## src/rtl/mem_arbiter.sv

```systemverilog
// Shared main-memory arbiter: sequences I-cache and D-cache 8-word block fills and
// D-cache write-through stores onto a single pipelined memory with a data_valid strobe.
module mem_arbiter #(
  parameter int unsigned AWIDTH = 16,
  parameter int unsigned DWIDTH = 16,
  parameter int unsigned WORDS  = 8,
  parameter int unsigned CNTW   = 4
) (
  input  logic              clk,
  input  logic              rst,
  input  logic              icache_miss,
  input  logic [AWIDTH-1:0] icache_miss_addr,
  input  logic              dcache_miss,
  input  logic [AWIDTH-1:0] dcache_miss_addr,
  input  logic              dcache_wr,
  input  logic [AWIDTH-1:0] dcache_wr_addr,
  input  logic [DWIDTH-1:0] dcache_wr_data,
  input  logic [DWIDTH-1:0] mem_data_out,
  input  logic              mem_data_valid,
  output logic [AWIDTH-1:0] mem_addr,
  output logic [DWIDTH-1:0] mem_data_in,
  output logic              mem_enable,
  output logic              mem_wr,
  output logic [AWIDTH-1:0] fill_addr,
  output logic [DWIDTH-1:0] fill_data,
  output logic              icache_data_wen,
  output logic              icache_tag_wen,
  output logic              dcache_data_wen,
  output logic              dcache_tag_wen,
  output logic              icache_busy,
  output logic              dcache_busy,
  output logic              wr_done
);

  localparam logic [CNTW-1:0]   NumWords  = CNTW'(WORDS);
  localparam logic [CNTW-1:0]   LastWord  = CNTW'(WORDS - 1);
  localparam logic [AWIDTH-1:0] BlockMask = ~AWIDTH'(2 * WORDS - 1);

  typedef enum logic [1:0] {StIdle, StFillI, StFillD, StWrite} state_e;

  state_e            state_q, state_d;
  logic [CNTW-1:0]   issue_cnt_q, issue_cnt_d;
  logic [CNTW-1:0]   ret_cnt_q, ret_cnt_d;
  logic [AWIDTH-1:0] base_q, base_d;
  logic              i_prio_q, i_prio_d;
  logic              take_ret;

  // Word index to byte offset; block offsets never exceed the cleared low bits.
  function automatic logic [AWIDTH-1:0] word_off(input logic [CNTW-1:0] n);
    return AWIDTH'({n, 1'b0});
  endfunction

  always_comb begin
    state_d         = state_q;
    issue_cnt_d     = issue_cnt_q;
    ret_cnt_d       = ret_cnt_q;
    base_d          = base_q;
    i_prio_d        = i_prio_q;
    take_ret        = 1'b0;
    mem_addr        = '0;
    mem_data_in     = '0;
    mem_enable      = 1'b0;
    mem_wr          = 1'b0;
    fill_addr       = '0;
    fill_data       = '0;
    icache_data_wen = 1'b0;
    icache_tag_wen  = 1'b0;
    dcache_data_wen = 1'b0;
    dcache_tag_wen  = 1'b0;
    icache_busy     = (state_q == StFillI);
    dcache_busy     = (state_q == StFillD);
    wr_done         = 1'b0;

    unique case (state_q)
      StIdle: begin
        issue_cnt_d = '0;
        ret_cnt_d   = '0;
        // A pending I miss that already lost once wins outright.
        if (i_prio_q && icache_miss) begin
          state_d  = StFillI;
          base_d   = icache_miss_addr & BlockMask;
          i_prio_d = 1'b0;
        end else if (dcache_miss) begin
          state_d  = StFillD;
          base_d   = dcache_miss_addr & BlockMask;
          i_prio_d = i_prio_q | icache_miss;
        end else if (dcache_wr) begin
          state_d  = StWrite;
          i_prio_d = i_prio_q | icache_miss;
        end else if (icache_miss) begin
          state_d  = StFillI;
          base_d   = icache_miss_addr & BlockMask;
          i_prio_d = 1'b0;
        end
      end

      StFillI, StFillD: begin
        if (issue_cnt_q < NumWords) begin
          mem_enable  = 1'b1;
          mem_addr    = base_q + word_off(issue_cnt_q);
          issue_cnt_d = issue_cnt_q + CNTW'(1);
        end
        take_ret = mem_data_valid && (ret_cnt_q < NumWords);
        if (take_ret) begin
          fill_addr       = base_q + word_off(ret_cnt_q);
          fill_data       = mem_data_out;
          icache_data_wen = (state_q == StFillI);
          dcache_data_wen = (state_q == StFillD);
          ret_cnt_d       = ret_cnt_q + CNTW'(1);
          if (ret_cnt_q == LastWord) begin
            icache_tag_wen = (state_q == StFillI);
            dcache_tag_wen = (state_q == StFillD);
            state_d        = StIdle;
            issue_cnt_d    = '0;
            ret_cnt_d      = '0;
          end
        end
      end

      StWrite: begin
        mem_enable  = 1'b1;
        mem_wr      = 1'b1;
        mem_addr    = dcache_wr_addr;
        mem_data_in = dcache_wr_data;
        wr_done     = 1'b1;
        state_d     = StIdle;
      end

      default: state_d = StIdle;
    endcase
  end

  always_ff @(posedge clk or negedge rst) begin
    if (!rst) begin
      state_q     <= StIdle;
      issue_cnt_q <= '0;
      ret_cnt_q   <= '0;
      base_q      <= '0;
      i_prio_q    <= 1'b0;
    end else begin
      state_q     <= state_d;
      issue_cnt_q <= issue_cnt_d;
      ret_cnt_q   <= ret_cnt_d;
      base_q      <= base_d;
      i_prio_q    <= i_prio_d;
    end
  end

endmodule

```

## config.mk

```make
export PLATFORM = sky130hd
export DESIGN_NAME = mem_arbiter
export DESIGN_NICKNAME = d
export VERILOG_FILES = /design/src/rtl/mem_arbiter.sv
export SDC_FILE = /design/constraint.sdc
export NUM_CORES = 1
export LEC_CHECK = 0
export CORE_MARGIN = 1.5
export CORE_UTILIZATION = 35
export CTS_CLUSTER_SIZE = 14
export DETAILED_ROUTE_END_ITERATION = 7
export PLACE_DENSITY = 0.86
export SLEW_MARGIN = 10
export SYNTH_ARGS = -nofsm -noshare
export SYNTH_HDL_FRONTEND = slang
export SYNTH_SLANG_ARGS = --single-unit
```

## constraint.sdc

```tcl
create_clock -name clk -period 2.1 [get_ports clk]
set_input_delay 0.42 -clock clk [delete_from_list [all_inputs] [get_ports clk]]
set_output_delay 0.42 -clock clk [all_outputs]
set_load 0.03 [all_outputs]
```

==> results of run 1 <==
==> flip-flops by register name (all words and copies together) (netlist names) <==
name         count
issue_cnt_q      4
i_prio_q         1
state_q          2
base_q          12
ret_cnt_q        4
==> critical path, delay by kind of cell (launching register included) <==
kind,cells,cell delay (ps)
and+or+nand+nor,2,230
adders and majority gates,1,290
DFF,1,380
buffers and inverters,3,400
AOI/OAI and AO/OA,1,140
==> logic make-up after synthesis <==
family / after synthesis
compound gates: 36
simple gates: 118
fa+ha+maj: 11
xor+xnor: 15
mux: 24
buf+inv: 26
other cells: 1
flops: 23
==> power breakdown <==
part | internal [W] | total (W) | leakage [nW] | switching (W)
Clock | 0.000136 | 0.000287 | 0.0228 | 0.000151
Combinational | 0.00202 | 0.00432 | 1.66 | 0.00230
Sequential | 0.000629 | 0.000830 | 0.284 | 0.000200
Total | 0.00279 | 0.00544 | 1.97 | 0.00265
==> worst paths after layout <==
kind,start,end,depth (start not counted)
worst max-delay path,state_q[1]$_DFFE_PN0P_,mem_addr[12],7
worst min-delay path,rst,issue_cnt_q[1]$_DFFE_PN0P_,2
worst max register to register,state_q[1]$_DFFE_PN0P_,state_q[0]$_DFFE_PN0P_,7
worst min register to register,i_prio_q$_DFFE_PN0P_,i_prio_q$_DFFE_PN0P_,1
max in group asynchronous,rst,issue_cnt_q[3]$_DFFE_PN0P_,2
min in group clk,i_prio_q$_DFFE_PN0P_,i_prio_q$_DFFE_PN0P_,1
==> cells in the final DEF (no fill, tap or decap), types with 5 or more instances in the layout <==
cell / count
mux2_4: 16
o21ai_0: 5
xor2_1: 10
nor2_2: 13
buf_6: 25
mux2_2: 8
clkdlybuf4s50_1: 77
a22oi_2: 9
nand4_1: 8
dfrtp_1: 22
and3_1: 21
buf_4: 83
a21oi_1: 5
nand2_1: 18
and2_4: 6
nor2_1: 11
and2_1: 18
ha_1: 6
inv_1: 5
==> timing repair <==
item / CTS / global route
resized for setup: 26 / 55
setup endpoints to repair: 62 / 60
pin swaps: 7 / 10
setup buffers: 7 / 8
gates cloned: 0 / 3
==> routing by layer <==
layer,global-route usage [%],part of all wire [%]
met1,24.43,37
met2,40.66,53
met3,2.198,7.9
met4,6.102,2.0
met5,0,0
==> metrics by stage <==
step | utilization [%] | total power (W) | cell area (um2) | hold WS [ps]
after global placement | 61.86 | 0.004259 | 3706 | 490.6
after detailed placement | 61.86 | 0.004337 | 3706 | 512.0
after CTS | 65.14 | 0.004865 | 3902 | 520.3
after global routing | 70.28 | 0.005740 | 4210 | 543.3
final | 70.28 | 0.005437 | 4210 | 504.4
after floorplan | - | 0.003071 | 2225 | 124.4
==> area by class of cell <==
cell class              instances  share of cell area [%]
clock buffers                   4                   1.070
inverters                       7                  0.6241
multi-input cells             205                   40.45
flip-flops and latches         23                   13.70
well taps                      75                   2.229
repair buffers                191                   41.93
==> flow_summary.toml, run 1 <==
[synthesis]
synthMuxAreaShare_pct = 15.06
synth.largest_area_cell = "dfrtp_1"
synth_xor_area_share_pct = 5.990
synth_top_area_share_pct = 26.24
synth_top_cells_by_count = "25 x nor2_1, 24 x and3_1, 23 x dfrtp_1"
synth.most_common_cell = "nor2_1"
synth-adder-area-share_pct = 6.275
synthSimpleGateAreaFrac_pct = 29.15
yosys-top-cells-area = "dfrtp_1 26%, mux2_4 11%, and3_1 6.8%"
synth_compound_area_share_pct = 10.95
syn_nets = 351
synth-edff-count = 0
ys_seq_area_share_pct = 26.24
yosys_most_used_dff = "dfrtp_1"
synth.distinct_cells = 38
ys_async_sr_fraction_pct = 100.0
syn_area_um2 = 2193
synth.avg_cell_area_um2 = 8.635
syn_inst = 254
yosys_warnings = 0
synth_top_family_by_area = "simple AND/OR/NAND/NOR gates"
synth-seq-cells = 23

[floorplanning]
die_area_um2 = 6750
row_count = 28
start_util_pct = 36.61
die_w_um = 82.16
coreArea_um2 = 5991
die_y_um = 82.16
ios = 159

[global_route]
grt_usage_pct = 21.15
antenna_found_initial = 0
grt_max_degree = 31
grt-ovfl-total = 0
grt_pass1_wl_mm = 11.02
grt_pass1_vias = 2331

[timing]
fin_tns_setup_ps = -117.8
setup_ws_ps = -43.79
rsz0062_at_grt = "true"
setup_viol = 5
worst_clock_skew_ps = 8.578
drv_slew = 0
period_share_pct = 102.1
period_needed_ps = 2144
fmax_mhz = 466.5
hold_viol_final = 0

[setup_path]
critPathMaxFanout = 6
worstSetupPathType = "reg2out"
max_stage_delay_ps = 380
critPathSlowestCell = "dfrtp_1"
critPathArrivalTime_ps = 1720
reg2reg_slack_ps = 230
worstPathCellList = "inv_2 -> ha_4 -> nor2b_4 -> buf_6 -> nand2b_4 -> o21ai_1 -> buf_4"
cp_data_required_time_ps = 1680
end_kind = "output port"
crit_path_start_kind = "register"

[status]
violations = "setup timing"
status = "finished, violations left"

[power]
max-vdd-ir-drop_uv = 755.4
p_per_area_nw_per_um2 = 1291
p_leak_nw = 1.972

[placed_design]
port_buffers = 149
dp.cells = 483
gp_congestion = 0.8852
place_hpwl_mm = 5.749
pre_cts_slack_ps = -38.23

[drt]
num_vias = 2577
drcViolationCount = 0
wire_per_inst_um = 16.00
dr.pass1.iters = 4
viasPerCell = 5.103
postRouteAntennaNets = 0
postRouteWirelength_mm = 8.080
drt_iter0_drc = 93

[layout]
register_area_um2 = 576.8
final_nets = 528
multiInputGateArea_um2 = 1703
drive_above_1_share_pct = 45.81
n_fill_cell = 448
final_cell_count_no_fill = 505
area_delta_synth_final_pct = 91.96
diodes = 0

[cts]
clockBufferDepth = 2
cts-root-buf = "clkbuf_8"
cts_max_level = 1
cts_num_sinks = 23
cts_inserted_buffers = 3
clk_latency_ps = 270
cts_hold_buf = 0
cts.clk_slew.worst_paths_ps = 90
tritoncts = "done"

[worst_hold_path]
hold_path.class = "in2async"

[job]
drv_cap = 0
Note: power is estimated with default switching activity, not from simulation.
==> run 2, diff against run 1 <==
MAX_ROUTING_LAYER = met4   (was unset)
==> run 2 against run 1 <==
The run still ends with setup timing left; first-iteration DRC count increased by 71%; clock power decreased by 2%; sequential cell count stayed put; fmax up 0.47%; combinational power about the same; highest routed layer unchanged; largest power group unchanged; critical endpoint unchanged; worst setup slack gained 10 ps.
==> flow_summary.toml, run 2 (same netlist as run 1, synthesis figures left out) <==
[layout]
final_cell_count_no_fill = 505
final_common_cell = "buf_4"
drive_above_1_share_pct = 45.58
final_area_um2 = 4202
diodes = 0
n_fill_cell = 449
top_regs = "base_q x12, issue_cnt_q x4, ret_cnt_q x4"
final_cell_mix = "84 x buf_4, 77 x clkdlybuf4s50_1, 24 x buf_6"
largest_reg_flops = 12
final_nets = 528
area_delta_synth_final_pct = 91.56
largest_register = "base_q"

[cts]
cts_num_sinks = 23
tritoncts = "done"
cts.clk_slew.worst_paths_ps = 80
clockBufferDepth = 2
cts_max_level = 1
clk_latency_ps = 270
cts_inserted_buffers = 3
cts-root-buf = "clkbuf_8"

[setup_path]
end_kind = "output port"
max_stage_delay_ps = 370
critPathMaxFanout = 6
reg2reg_slack_ps = 240
worstSetupPathType = "reg2out"
worstPathCellList = "inv_2 -> ha_4 -> nor2b_4 -> buf_6 -> nand2b_4 -> o21ai_1 -> buf_4"
cp_data_required_time_ps = 1680
regToRegStartpoint = "state_q[1]$_DFFE_PN0P_"
crit_path_start_kind = "register"
critPathSlowestCell = "dfrtp_1"
critPathArrivalTime_ps = 1710
rr_worst_depth = 7
path_delay_family = "buffers and inverters"
r2r-end = "state_q[0]$_DFFE_PN0P_"
critPathBufInv = 3

[status]
status = "finished, violations left"
violations = "setup timing"

[drt]
dr.pass1.iters = 4
wire_per_inst_um = 16.17
drt_iter0_drc = 159
postRouteAntennaNets = 0
postRouteWirelength_mm = 8.168
drcViolationCount = 0
viasPerCell = 5.127
num_vias = 2589

[global_route]
grt_pass1_vias = 2333
antenna_found_initial = 0
grt_usage_pct = 21.78
grt-ovfl-total = 0
grt_max_degree = 31
grt_pass1_wl_mm = 11.03

[timing]
hold_viol_final = 0
setup_ws_ps = -33.73
setup_viol = 4
period_needed_ps = 2134
period_share_pct = 101.6
drv_slew = 0
worst_clock_skew_ps = 4.196
rsz0062_at_grt = "true"
fmax_mhz = 468.7

[floorplanning]
die_w_um = 82.16
coreArea_um2 = 5991
start_util_pct = 36.61
ios = 159
die_area_um2 = 6750
die_y_um = 82.16
row_count = 28

[placed_design]
port_buffers = 149
place_hpwl_mm = 5.749
gp_congestion = 0.9000
placed_area_um2 = 3706
dp.cells = 483

[power]
power_switching_w = 0.002656
p_seq_share_pct = 15.2
power_frac_comb_pct = 79.6
clock_power_share_pct = 5.2
intPower_w = 0.002788
p_per_area_nw_per_um2 = 1296
p_leak_nw = 1.970
p_total_w = 0.005444
switching_share_pct = 48.79
max-vdd-ir-drop_uv = 750.8

[job]
drv_cap = 0

[worst_hold_path]
hold_path.class = "in2async"
## run 2: worst max path at each step
| stage | startpoint | endpoint | slack [ps] | cells after the start |
|---|---|---|---|---|
| 3_5_place_dp | mem_data_valid | dcache_tag_wen | -40 | 6 |
| 6_report | state_q[1]$_DFFE_PN0P_ | mem_addr[12] | -30 | 7 |
| 5_1_grt | state_q[1]$_DFFE_PN0P_ | mem_addr[14] | -110 | 7 |
| 3_3_place_gp | mem_data_valid | icache_tag_wen | -20 | 6 |
| 4_1_cts | base_q[4]$_DFFE_PN0P_ | fill_addr[15] | 0.9 | 6 |
| 2_1_floorplan | state_q[0]$_DFFE_PN0P_ | fill_addr[10] | -110 | 6 |
## run 2: metrics by stage
stage          hold slack, ps  setup TNS [ps]  util (%)  worst slack [ps]
6_report                503.7          -89.07     70.13            -33.73
3_3_place_gp            490.6          -31.33     61.86            -15.60
3_5_place_dp            512.0          -244.0     61.86            -38.23
4_1_cts                 520.3               0     65.14            0.8796
2_1_floorplan           124.4           -1040         -            -114.6
5_1_grt                 543.3           -1210     70.13            -111.0
## run 2: cell type report
class / count / area [um2] / share of cell area, %
Timing Repair Buffer: 191 / 1762 / 41.93
Sequential cell: 23 / 576.8 / 13.73
Clock buffer: 4 / 45.04 / 1.072
Inverter: 7 / 26.28 / 0.6254
Multi-Input combinational cell: 205 / 1698 / 40.41
Tap cell: 75 / 93.84 / 2.233
## run 2: worst register-to-register path, stage by stage (launching register included)
cell	delay [ps]
dfrtp_1	370
inv_2	70
ha_4	300
buf_4	130
clkbuf_16	150
a21boi_2	420
o31ai_1	140
a22o_1	190
## run 2: metal layers
layer | up-vias | wire length, um | track usage [%]
li1 | 1230 | - | -
met1 | 1234 | 3181 | 24.56
met3 | 14 | 561 | 2.088
met2 | 111 | 4263 | 40.66
met4 | 0 | 161 | 6.102
met5 | - | 0 | -
## run 2: power groups by stage
stage | clock network (W) | logic, W | registers, W
floorplan | 0 | 0.00227 | 0.000797
global placement | 0 | 0.00343 | 0.000826
detailed placement | 0 | 0.00350 | 0.000837
CTS | 0.000283 | 0.00376 | 0.000819
global route | 0.000303 | 0.00459 | 0.000857
finish | 0.000282 | 0.00433 | 0.000829
## run 2: what timing repair did
action,CTS,global route
gates cloned,0,3
hold buffers,0,0
buffers inserted,7,8
pin swaps,7,10
setup endpoints to repair,62,60
gates resized for setup,26,54
